**src/rtl/elevator_pkg.sv**
```systemverilog
// Shared elevator types: landing count, floor index, plant FSM states.
// Used by the car plant and the controller so both agree on sensor widths.
package elevator_pkg;

    localparam int FLOORS  = 5;
    localparam int FLOOR_W = $clog2(FLOORS);

    typedef logic [FLOOR_W-1:0] floor_t;
    typedef logic [FLOORS-1:0]  snsr_t;

    typedef enum logic [2:0] {
        ST_IDLE,
        ST_ACCEL,
        ST_MOVING,
        ST_COAST,
        ST_FAULT
    } plant_state_t;

    function automatic snsr_t onehot(input floor_t f);
        return snsr_t'(1) << f;
    endfunction

endpackage

```
**src/rtl/elevator_car_plant_if.sv**
```systemverilog
// Controller <-> car plant bundle: motor commands one way, sensors/status back.
// master = controller side, slave = plant side.
interface elevator_car_plant_if;
    import elevator_pkg::*;

    logic   motor;
    logic   direction;
    snsr_t  in_snsr;
    snsr_t  out_snsr;
    floor_t floor;
    logic   aligned;
    logic   moving;
    logic   fault;

    modport master (
        output motor, direction,
        input  in_snsr, out_snsr, floor, aligned, moving, fault
    );

    modport slave (
        input  motor, direction,
        output in_snsr, out_snsr, floor, aligned, moving, fault
    );

endinterface

```
**src/rtl/elevator_pos_counter.sv**
```systemverilog
// Sub-floor car position counter (floor, sub) with up/down tick and end-stop detect.
// Latency: position updates on the edge after tick_req; next position is exposed combinationally.
// Backpressure: none; a tick into an end-stop is suppressed and flagged via end_stop.
module elevator_pos_counter
    import elevator_pkg::*;
#(
    parameter  int TICKS_PER_FLOOR = 4,
    parameter  int INIT_FLOOR      = 0,
    localparam int SUB_W           = $clog2(TICKS_PER_FLOOR)
) (
    input  logic   clk,
    input  logic   reset,
    input  logic   tick_req,
    input  logic   tick_up,
    output floor_t floor,
    output logic   aligned,
    output floor_t next_floor,
    output logic   next_aligned,
    output logic   end_stop
);

    localparam logic [SUB_W-1:0] SUB_MAX   = SUB_W'(TICKS_PER_FLOOR - 1);
    localparam floor_t           TOP_FLOOR = floor_t'(FLOORS - 1);

    logic [SUB_W-1:0] sub;
    logic [SUB_W-1:0] next_sub;
    logic             wrap;

    assign aligned      = (sub == '0);
    assign next_aligned = (next_sub == '0);

    always_comb begin
        end_stop   = aligned && (tick_up ? (floor == TOP_FLOOR) : (floor == '0));
        wrap       = tick_up ? (sub == SUB_MAX) : aligned;
        next_floor = floor;
        next_sub   = sub;
        if (tick_req && !end_stop) begin
            if (tick_up) begin
                if (wrap) begin
                    next_floor = floor + 1'b1;
                    next_sub   = '0;
                end else begin
                    next_sub   = sub + 1'b1;
                end
            end else begin
                if (wrap) begin
                    next_floor = floor - 1'b1;
                    next_sub   = SUB_MAX;
                end else begin
                    next_sub   = sub - 1'b1;
                end
            end
        end
    end

    always_ff @(posedge clk or posedge reset) begin
        if (reset) begin
            floor <= floor_t'(INIT_FLOOR);
            sub   <= '0;
        end else begin
            floor <= next_floor;
            sub   <= next_sub;
        end
    end

endmodule

```
**src/rtl/elevator_car_plant.sv**
```systemverilog
// Elevator car/shaft plant: turns motor/direction commands into floor sensor vectors.
// Latency: first tick START_DELAY edges after motor is first sampled; sensors registered from next position.
// Backpressure: none; over-travel is suppressed and latches a sticky fault until reset.
module elevator_car_plant
    import elevator_pkg::*;
#(
    parameter int TICKS_PER_FLOOR = 4,
    parameter int START_DELAY     = 2,
    parameter int INIT_FLOOR      = 0
) (
    input logic                 clk,
    input logic                 reset,
    elevator_car_plant_if.slave bus
);

    localparam int               CNT_W    = $clog2(START_DELAY + 1);
    localparam logic [CNT_W-1:0] CNT_LAST = CNT_W'(START_DELAY);

    plant_state_t     state;
    logic [CNT_W-1:0] cnt;
    logic [CNT_W-1:0] cnt_nxt;
    logic             coast_dir;
    logic             tick_req;
    logic             tick_up;
    snsr_t            in_snsr_q;
    snsr_t            out_snsr_q;
    logic             moving_q;
    logic             fault_q;

    floor_t floor;
    floor_t next_floor;
    logic   aligned;
    logic   next_aligned;
    logic   end_stop;

    elevator_pos_counter #(
        .TICKS_PER_FLOOR (TICKS_PER_FLOOR),
        .INIT_FLOOR      (INIT_FLOOR)
    ) u_pos (
        .clk          (clk),
        .reset        (reset),
        .tick_req     (tick_req),
        .tick_up      (tick_up),
        .floor        (floor),
        .aligned      (aligned),
        .next_floor   (next_floor),
        .next_aligned (next_aligned),
        .end_stop     (end_stop)
    );

    assign cnt_nxt = cnt + 1'b1;

    // Coasting keeps the direction latched at entry unless the motor is re-engaged.
    always_comb begin
        tick_req = 1'b0;
        tick_up  = bus.direction;
        unique case (state)
            ST_ACCEL:  tick_req = bus.motor && (cnt_nxt == CNT_LAST);
            ST_MOVING: tick_req = bus.motor || !aligned;
            ST_COAST: begin
                tick_req = 1'b1;
                if (!bus.motor) tick_up = coast_dir;
            end
            default: ;
        endcase
    end

    always_ff @(posedge clk or posedge reset) begin
        if (reset) begin
            state      <= ST_IDLE;
            cnt        <= '0;
            coast_dir  <= 1'b0;
            in_snsr_q  <= onehot(floor_t'(INIT_FLOOR));
            out_snsr_q <= '0;
            moving_q   <= 1'b0;
            fault_q    <= 1'b0;
        end else begin
            out_snsr_q <= in_snsr_q;
            in_snsr_q  <= next_aligned ? onehot(next_floor) : '0;
            if (tick_req && end_stop) begin
                state    <= ST_FAULT;
                fault_q  <= 1'b1;
                moving_q <= 1'b0;
            end else begin
                unique case (state)
                    ST_IDLE: begin
                        if (bus.motor) begin
                            state <= ST_ACCEL;
                            cnt   <= '0;
                        end
                    end
                    ST_ACCEL: begin
                        if (!bus.motor) begin
                            state <= ST_IDLE;
                        end else begin
                            cnt <= cnt_nxt;
                            if (cnt_nxt == CNT_LAST) begin
                                state    <= ST_MOVING;
                                moving_q <= 1'b1;
                            end
                        end
                    end
                    // A coast that lands on this very tick stops straight away.
                    ST_MOVING: begin
                        if (!bus.motor) begin
                            if (next_aligned) begin
                                state    <= ST_IDLE;
                                moving_q <= 1'b0;
                            end else begin
                                state     <= ST_COAST;
                                coast_dir <= bus.direction;
                            end
                        end
                    end
                    ST_COAST: begin
                        if (bus.motor) begin
                            state <= ST_MOVING;
                        end else if (next_aligned) begin
                            state    <= ST_IDLE;
                            moving_q <= 1'b0;
                        end
                    end
                    default: ;
                endcase
            end
        end
    end

    assign bus.in_snsr  = in_snsr_q;
    assign bus.out_snsr = out_snsr_q;
    assign bus.floor    = floor;
    assign bus.aligned  = aligned;
    assign bus.moving   = moving_q;
    assign bus.fault    = fault_q;

endmodule

```
**src/flat_wrapper.sv**
```systemverilog
// flat-port wrapper written by rule: the top's interface ports become plain ports
module elevator_car_plant_flat import elevator_pkg::*;
#(
    parameter int TICKS_PER_FLOOR = 4,
    parameter int START_DELAY     = 2,
    parameter int INIT_FLOOR      = 0
)
  (clk, reset, bus_motor, bus_direction, bus_in_snsr, bus_out_snsr, bus_floor, bus_aligned, bus_moving, bus_fault);
  elevator_car_plant_if bus_i ();
  input logic clk;
  input logic reset;
  input wire logic [$bits(bus_i.motor)-1:0] bus_motor;
  input wire logic [$bits(bus_i.direction)-1:0] bus_direction;
  output wire logic [$bits(bus_i.in_snsr)-1:0] bus_in_snsr;
  output wire logic [$bits(bus_i.out_snsr)-1:0] bus_out_snsr;
  output wire logic [$bits(bus_i.floor)-1:0] bus_floor;
  output wire logic [$bits(bus_i.aligned)-1:0] bus_aligned;
  output wire logic [$bits(bus_i.moving)-1:0] bus_moving;
  output wire logic [$bits(bus_i.fault)-1:0] bus_fault;
  assign bus_i.motor = bus_motor;
  assign bus_i.direction = bus_direction;
  assign bus_in_snsr = bus_i.in_snsr;
  assign bus_out_snsr = bus_i.out_snsr;
  assign bus_floor = bus_i.floor;
  assign bus_aligned = bus_i.aligned;
  assign bus_moving = bus_i.moving;
  assign bus_fault = bus_i.fault;
  elevator_car_plant #(.TICKS_PER_FLOOR(TICKS_PER_FLOOR), .START_DELAY(START_DELAY), .INIT_FLOOR(INIT_FLOOR)) u_core (.clk(clk), .reset(reset), .bus(bus_i));
endmodule
```
**config.mk**
```make
export PLATFORM = sky130hd
export DESIGN_NAME = elevator_car_plant_flat
export DESIGN_NICKNAME = d
export VERILOG_FILES = /design/src/rtl/elevator_pkg.sv /design/src/rtl/elevator_car_plant_if.sv /design/src/rtl/elevator_pos_counter.sv /design/src/rtl/elevator_car_plant.sv /design/src/flat_wrapper.sv
export SDC_FILE = /design/constraint.sdc
export NUM_CORES = 1
export LEC_CHECK = 0
export BUFFER_PORTS_ARGS = -buffer_cell sky130_fd_sc_hd__buf_2
export CAP_MARGIN = 30
export CORE_ASPECT_RATIO = 0.9
export CORE_MARGIN = 10
export CORE_UTILIZATION = 61
export CTS_BUF_LIST = sky130_fd_sc_hd__clkbuf_4 sky130_fd_sc_hd__clkbuf_8
export DETAILED_ROUTE_END_ITERATION = 6
export MAX_ROUTING_LAYER = met4
export PLACE_DENSITY = 0.84
export REMOVE_ABC_BUFFERS = 1
export SYNTH_ARGS = -nofsm -noshare
export SYNTH_HDL_FRONTEND = slang
export SYNTH_SLANG_ARGS = --single-unit
export TNS_END_PERCENT = 10
```
**constraint.sdc**
```tcl
create_clock -name clk -period 4.8 [get_ports clk]
set_input_delay 0.24 -clock clk [delete_from_list [all_inputs] [get_ports clk]]
set_output_delay 0.24 -clock clk [all_outputs]
set_load 0.005 [all_outputs]
```
==> results.toml, run 1 <==
[power_and_ir_drop]
power.internal_uw = 483.2
ir_drop_v = 0.0003903
clkPwrFrac = 0.107
swShare = 0.4531
power.density_nw_per_um2 = 594.4
p_comb_frac = 0.489
switchingPower_uw = 400.3
fin_total_pwr_uw = 883.5
power_frac_seq = 0.404
p_leak_nw = 0.6798

[routing]
num_vias = 1086
routed_wirelength_um = 2802
wl_per_cell_um = 15.40
ant_nets = 0
drt_first_pass_iters = 4
drt-vias-per-instance = 5.967
drtIter0Drc = 72
drcViolationCount = 0

[sta]
rsz0062_at_grt = "no"
tightest_slew_ns = 0.8432
finalCritPeriodShare = 0.5905
final.setup.worst_slack_ns = 1.965
hold_slack_ns = 0.06072
hold_violations = 0
max-slew-margin-rel = 0.4373
fin_tns_setup_ns = 0
period_minus_slack_ns = 2.835
fmax_ghz = 0.3528
setup_viol = 0
skew_ns = 0.002434
slew_viol_final = 0

[cells_and_area]
final_common_cell = "dfrtp_1"
post-route-cell-area_sq_um = 1486
syn2layout_area_growth_pct = 9.696
drive_gt1_frac = 0.2194
antenna_cells = 0
final_cell_mix = "22 x dfrtp_1, 19 x buf_2, 17 x nand2_1"
final_nets = 166
post-route-util = 0.6939
stdcell_count = 182
num-fill-cells = 167

[yosys]
synth_edf_count = 0
yosys.area_share.xor_xnor = 0.01939
ys.flop_type = "dfrtp_1"
synth-seq-cells = 23
ys_warn_count = 0
synthAdderAreaFrac = 0.05540
synth_top_family_by_area = "simple AND/OR/NAND/NOR gates"
synthCells = 137
synthesis.area_sq_um = 1355
synthDistinctLibCells = 45
synth-simple-area-share = 0.1930
seq_area_frac_synth = 0.4257
ys_async_sr_fraction = 1.000
synth-compound-area-share = 0.1810
synth.avg_cell_area_sq_um = 9.891
synth.mux.area_fraction = 0.07756

[floorplanning]
core_area_sq_um = 2142
rows = 16
boundaryPins = 20
initial_core_util = 0.6326
dieArea_sq_um = 4509
fp.dieW_um = 69.68
fp.dieH_um = 64.72

[setup_path]
cp.required_ns = 5.03
start_kind = "flip-flop"
r2r_cells = 7
crit_arrival_ns = 3.06
critPathKind = "flip-flop to flip-flop"
critPathCaptureType = "flip-flop"
worst-path-max-fanout = 13

[cts]
numCtsBuffers = 3
cts_max_level = 1
cts_tree = "done"
cts-resized-gates = 0
cts.sinks = 23
cts_buffer_depth = 2
clock_latency_ns = 0.32
cts_setup_buffers = 0
clk_pin_slew_worst_paths_ns = 0.13
ctsHoldBuffers = 0
root_buffer = "clkbuf_4"

[hold_path]
holdCritPathClass = "primary input to asynchronous set/reset pin"

[run_status]
outcome = "finished, final reports clean"

[placement]
numPortBuffers = 19
place_area_sq_um = 1456
place_congestion = 0.8969
dpl.hpwl_um = 2160
placedCellCount = 178
preCtsSetupSlack_ns = 2.021

[grt]
track_usage = 0.1292
first_global_vias = 1016
grt_first_pass_wirelength_um = 4712
grt_max_degree = 24
grt_overflow_total = 0
antenna_found_initial = 0

[job]
cap_violations = 0
-- worst max-delay path, cell delays in order, from the launching register on --
cell,delay (ns)
dfrtp_1,0.55
and4bb_4,0.44
mux2i_2,0.39
mux2i_1,0.48
a21oi_1,0.17
o211ai_2,0.28
a211oi_1,0.12
o32ai_1,0.31
-- state kept, by name (all words and copies together), names as in the netlist --
signal               count
u_core.bus.in_snsr       5
u_core.bus.out_snsr      5
u_core.state             3
u_core.u_pos.floor       3
u_core.cnt               2
u_core.u_pos.sub         2
u_core.bus.fault         1
u_core.bus.moving        1
u_core.coast_dir         1
-- final timing paths --
path,startpoint,to,slack [ns]
worst max-delay path,u_core.state[2],u_core.state[1],1.97
worst min-delay path,reset,u_core.bus.out_snsr[0],0.06
worst max register to register,u_core.state[2],u_core.state[1],1.97
worst min register to register,u_core.bus.in_snsr[1],u_core.bus.out_snsr[1],0.39
max in group asynchronous,reset,u_core.cnt[0],4.22
min in group clk,bus_direction,u_core.coast_dir,0.16
-- power groups by stage --
stage	clock network [mW]	registers, mW	logic [mW]
floorplan	0	0.343	0.311
global placement	0	0.350	0.415
detailed placement	0	0.358	0.432
CTS	0.0974	0.355	0.434
global route	0.107	0.368	0.484
finish	0.0948	0.357	0.432
-- cell type report --
type                    count  area, sq um  area share
well taps                  27        33.78     0.02273
clock inverters             1        7.507    0.005050
multi-input cells          99        713.2      0.4798
clock buffers               3        22.52     0.01515
repair buffers             19        95.09     0.06397
flip-flops and latches     23        576.8      0.3880
inverters                  10        37.54     0.02525
-- kinds of logic (layout without fill, tap and decap cells) --
logic type / Yosys count / after routing
AOI/OAI and AO/OA: 33 / 33
xor gates and xnor gates: 3 / 3
adders and majority gates: 6 / 6
buffers and inverters: 15 / 33
DFF: 23 / 23
muxes: 9 / 9
and+or+nand+nor: 48 / 48
-- synth_stat cells (all sizes together), types with 2 or more instances --
| cell | instances | area share |
|---|---|---|
| ha | 6 | 0.055 |
| dfrtp | 22 | 0.41 |
| buf | 4 | 0.018 |
| a21oi | 12 | 0.044 |
| o21ai | 5 | 0.018 |
| nand3 | 4 | 0.015 |
| nor3 | 4 | 0.015 |
| o21bai | 2 | 0.011 |
| nor2 | 11 | 0.030 |
| o221ai | 2 | 0.018 |
| mux2 | 3 | 0.030 |
| mux2i | 6 | 0.047 |
| nand2b | 3 | 0.014 |
| nand2 | 17 | 0.047 |
| inv | 10 | 0.028 |
| xnor2 | 3 | 0.019 |
| o211ai | 2 | 0.015 |
-- metal layers --
metal,up-vias,share of wire,track usage
met3,3,0.069,0.03196
met2,46,0.48,0.2100
met1,511,0.44,0.1530
li1,526,-,-
met5,-,0,-
met4,0,0.011,0.04680
Power figures use the tool's default switching activity.
==> run 2, diff against run 1 <==
Settings changed: CORE_UTILIZATION 61 to 58, PLACE_DENSITY 0.84 to 0.81.
Clock period 4.8 ns to 3 ns, I/O delays scaled along.
==> results.toml, run 2 (same netlist as run 1, synthesis figures left out) <==
[run_status]
outcome = "finished with violations"
violations = "hold timing"

[sta]
setup_viol = 0
slew_viol_final = 0
fmax_ghz = 0.3588
final.setup.worst_slack_ns = 0.2130
period_minus_slack_ns = 2.787
hold_violations = 9
tightest_slew_ns = 0.8714
hold_slack_ns = -0.01194
fin_tns_setup_ns = 0
rsz0062_at_grt = "no"
max-slew-margin-rel = 0.4184
finalCritPeriodShare = 0.9290
skew_ns = 0.01399

[hold_path]
holdCritPathClass = "primary input to asynchronous set/reset pin"

[routing]
drtIter0Drc = 120
routed_wirelength_um = 2923
num_vias = 1123
drt_first_pass_iters = 4
ant_nets = 0
drt-vias-per-instance = 6.103
wl_per_cell_um = 15.89
drcViolationCount = 0

[power_and_ir_drop]
p_leak_nw = 0.6916
swShare = 0.4497
p_comb_frac = 0.519
ir_drop_v = 0.0005699
power.internal_uw = 789.0
fin_total_pwr_mw = 1.434
power_frac_seq = 0.379
clkPwrFrac = 0.102
power.density_nw_per_um2 = 955.7
switchingPower_uw = 644.7

[placement]
numPortBuffers = 19
place_area_sq_um = 1471
place_congestion = 1.010
placedCellCount = 180
preCtsSetupSlack_ns = 0.2544
dpl.hpwl_um = 2234

[setup_path]
start_kind = "flip-flop"
r2r_setup_slack_ns = 0.21
critPathCaptureType = "flip-flop"
critPathKind = "flip-flop to flip-flop"
rr_startpoint = "u_core.state[1]"
r2r-end = "u_core.state[1]"
cp.required_ns = 3.20
r2r_cells = 7
crit_arrival_ns = 2.99
worst-path-max-fanout = 10

[grt]
antenna_found_initial = 0
grt_max_degree = 24
grt_overflow_total = 0
first_global_vias = 1080
grt_first_pass_wirelength_um = 4857
track_usage = 0.1309

[cells_and_area]
antenna_cells = 0
final_common_cell = "dfrtp_1"
stdcell_count = 184
post-route-cell-area_sq_um = 1500
drive_gt1_frac = 0.2357
multi_input_area_sq_um = 713.2
seqCellArea_sq_um = 578.1
num-fill-cells = 181
final_nets = 168
syn2layout_area_growth_pct = 10.71
post-route-util = 0.6813
final_cell_mix = "21 x dfrtp_1, 19 x buf_2, 17 x nand2_1"

[floorplanning]
boundaryPins = 20
fp.dieH_um = 65.86
core_area_sq_um = 2202
rows = 16
dieArea_sq_um = 4672
initial_core_util = 0.6153
fp.dieW_um = 70.95

[cts]
cts.sinks = 23
cts_buffer_depth = 2
root_buffer = "clkbuf_4"
cts_tree = "done"
ctsHoldBuffers = 0
numCtsBuffers = 3
clock_latency_ns = 0.32
clk_pin_slew_worst_paths_ns = 0.14
cts_max_level = 1

[job]
cap_violations = 0
## run 2: layer usage
metal,routed length [um],part of all wire,global-route usage,up-vias
met4,14,0.0048,0.04831,0
met1,1307,0.45,0.1577,541
met5,0,0,-,-
met3,219,0.075,0.04054,2
li1,-,-,-,527
met2,1381,0.47,0.2022,53
## run 2: how the worst max path moves through the flow
stage                                 end             from  cells after the start
final                     u_core.state[1]  u_core.state[1]                      7
after global routing      u_core.state[1]  u_core.state[1]                      7
after CTS                 u_core.state[1]  u_core.state[0]                      7
after detailed placement  u_core.state[1]  u_core.state[0]                      7
after global placement    u_core.state[1]  u_core.state[0]                      7
after floorplan           u_core.state[1]  u_core.state[2]                      7
## run 2: repair_timing
item,4_1_cts,5_1_grt
buffers inserted,0,0
gates resized for setup,0,1
setup endpoints to repair,0,1
## run 2: power groups by stage
stage	registers (mW)	clock network [mW]	logic (mW)
after floorplan	0.548	0	0.498
after global placement	0.536	0	0.714
after detailed placement	0.545	0	0.743
after CTS	0.539	0.151	0.745
after global routing	0.563	0.162	0.826
final	0.543	0.146	0.744
## run 2: layout make-up
| class | count | area share |
|---|---|---|
| Clock buffer | 3 | 0.01501 |
| Clock inverter | 1 | 0.003336 |
| Inverter | 10 | 0.02502 |
| Multi-Input combinational cell | 99 | 0.4754 |
| Sequential cell | 23 | 0.3853 |
| Tap cell | 27 | 0.02252 |
| Timing Repair Buffer | 21 | 0.07339 |
## run 2: critical path, stage by stage (launching register included)
cell      delay [ns]
dfrtp_1         0.55
and4bb_4        0.32
mux2i_2         0.42
mux2_4          0.37
nor4_4          0.43
o211ai_2        0.19
a211oi_1        0.28
o32ai_1         0.12
==> run 3, diff against run 2 <==
Settings changed: SETUP_SLACK_MARGIN set to 0.3, SKIP_CTS_REPAIR_TIMING set to 1.
==> results.toml, run 3 (same netlist as run 1, synthesis figures left out) <==
[run_status]
outcome = "finished with violations"
violations = "hold timing"

[sta]
tightest_slew_ns = 0.8598
slew_viol_final = 0
hold_violations = 13
finalCritPeriodShare = 0.8803
max-slew-margin-rel = 0.4262
fmax_ghz = 0.3787
setup_viol = 0
hold_slack_ns = -0.01665
fin_tns_setup_ns = 0
rsz0062_at_grt = "yes"
skew_ns = 0.01285
period_minus_slack_ns = 2.641

[routing]
drt-vias-per-instance = 6.261
num_vias = 1152
wl_per_cell_um = 15.98
drt_first_pass_iters = 4
drtIter0Drc = 95
drcViolationCount = 0
routed_wirelength_um = 2941
ant_nets = 0

[cells_and_area]
stdcell_count = 184
syn2layout_area_growth_pct = 12.37
post-route-util = 0.6915
antenna_cells = 0
final_nets = 168
final_cell_mix = "20 x dfrtp_1, 19 x buf_2, 17 x nand2_1"
drive_gt1_frac = 0.2548
final_common_cell = "dfrtp_1"

[floorplanning]
fp.dieW_um = 70.95
core_area_sq_um = 2202
dieArea_sq_um = 4672
fp.dieH_um = 65.86
rows = 16
boundaryPins = 20
initial_core_util = 0.6153

[placement]
numPortBuffers = 19
dpl.hpwl_um = 2234
placedCellCount = 180
place_congestion = 1.010

[cts]
cts.sinks = 23
cts_tree = "done"
cts_max_level = 1
clk_pin_slew_worst_paths_ns = 0.13
cts_buffer_depth = 2
root_buffer = "clkbuf_4"
clock_latency_ns = 0.32
numCtsBuffers = 3

[power_and_ir_drop]
p_leak_nw = 0.6911
ir_drop_v = 0.0005759
power.density_nw_per_um2 = 954.7

[grt]
grt_overflow_total = 0
first_global_vias = 1080
grt_first_pass_wirelength_um = 4857
track_usage = 0.1309
antenna_found_initial = 0
grt_max_degree = 24

[setup_path]
start_kind = "flip-flop"
r2r_cells = 7
r2r-end = "u_core.state[1]"
crit_arrival_ns = 2.84
critPathKind = "flip-flop to flip-flop"
critPathCaptureType = "flip-flop"
r2r_setup_slack_ns = 0.36
rr_startpoint = "u_core.state[0]"
cp.required_ns = 3.20
worst-path-max-fanout = 12

[hold_path]
holdCritPathClass = "primary input to asynchronous set/reset pin"

[job]
cap_violations = 0
[run 3: cell counts in the layout (fill, tap and decap cells not counted)]
Identical to the previous run, type by type.
[run 3: per-layer routing]
metal | wire [um] | share of wire | vias to the layer above | global-route usage
li1 | - | - | 535 | -
met3 | 294 | 0.10 | 8 | 0.04054
met2 | 1366 | 0.46 | 67 | 0.2022
met1 | 1227 | 0.42 | 542 | 0.1577
met4 | 53 | 0.018 | 0 | 0.04831
met5 | 0 | 0 | - | -
[run 3: per-stage QoR]
| stage | power (mW) | instance area (sq um) | hold slack, ns | setup WS (ns) |
|---|---|---|---|---|
| detailed placement | 1.288 | 1471 | 0.3557 | 0.2544 |
| finish | 1.454 | 1523 | -0.01665 | 0.3591 |
| CTS | 1.435 | 1499 | 0.01671 | 0.2240 |
| floorplan | 1.046 | 1328 | 0.1512 | 0.4839 |
| global placement | 1.250 | 1471 | 0.3491 | 0.2951 |
| global route | 1.571 | 1523 | 0.04739 | 0.2005 |
[run 3: area by class of cell]
cell class,count,area (sq um)
Clock inverter,1,5.005
Sequential cell,23,579.3
Inverter,10,37.54
Fill cell,175,679.4
Multi-Input combinational cell,99,734.5
Timing Repair Buffer,21,110.1
Tap cell,27,33.78
Clock buffer,3,22.52
[run 3: worst max-delay path: stages (launching register included)]
cell and delay, ns:
dfrtp_2 0.50, and4bb_4 0.31, mux2i_4 0.36, mux2_4 0.36, nor4_4 0.41, o211ai_2 0.19
a211oi_1 0.28, o32ai_1 0.12
[run 3: worst max-delay path by stage]
stage / start / to / cells after the start
CTS: u_core.state[0] / u_core.state[1] / 7
global route: u_core.state[0] / u_core.state[1] / 7
global placement: u_core.state[0] / u_core.state[1] / 7
detailed placement: u_core.state[0] / u_core.state[1] / 7
floorplan: u_core.state[2] / u_core.state[1] / 7
finish: u_core.state[0] / u_core.state[1] / 7
[run 3: where the power goes]
| group | internal [mW] | total [mW] | leakage [nW] | switching, mW |
|---|---|---|---|---|
| combinational | 0.316 | 0.762 | 0.383 | 0.446 |
| sequential | 0.428 | 0.546 | 0.290 | 0.118 |
| clock | 0.0499 | 0.146 | 0.0177 | 0.0958 |
| total | 0.794 | 1.45 | 0.691 | 0.660 |
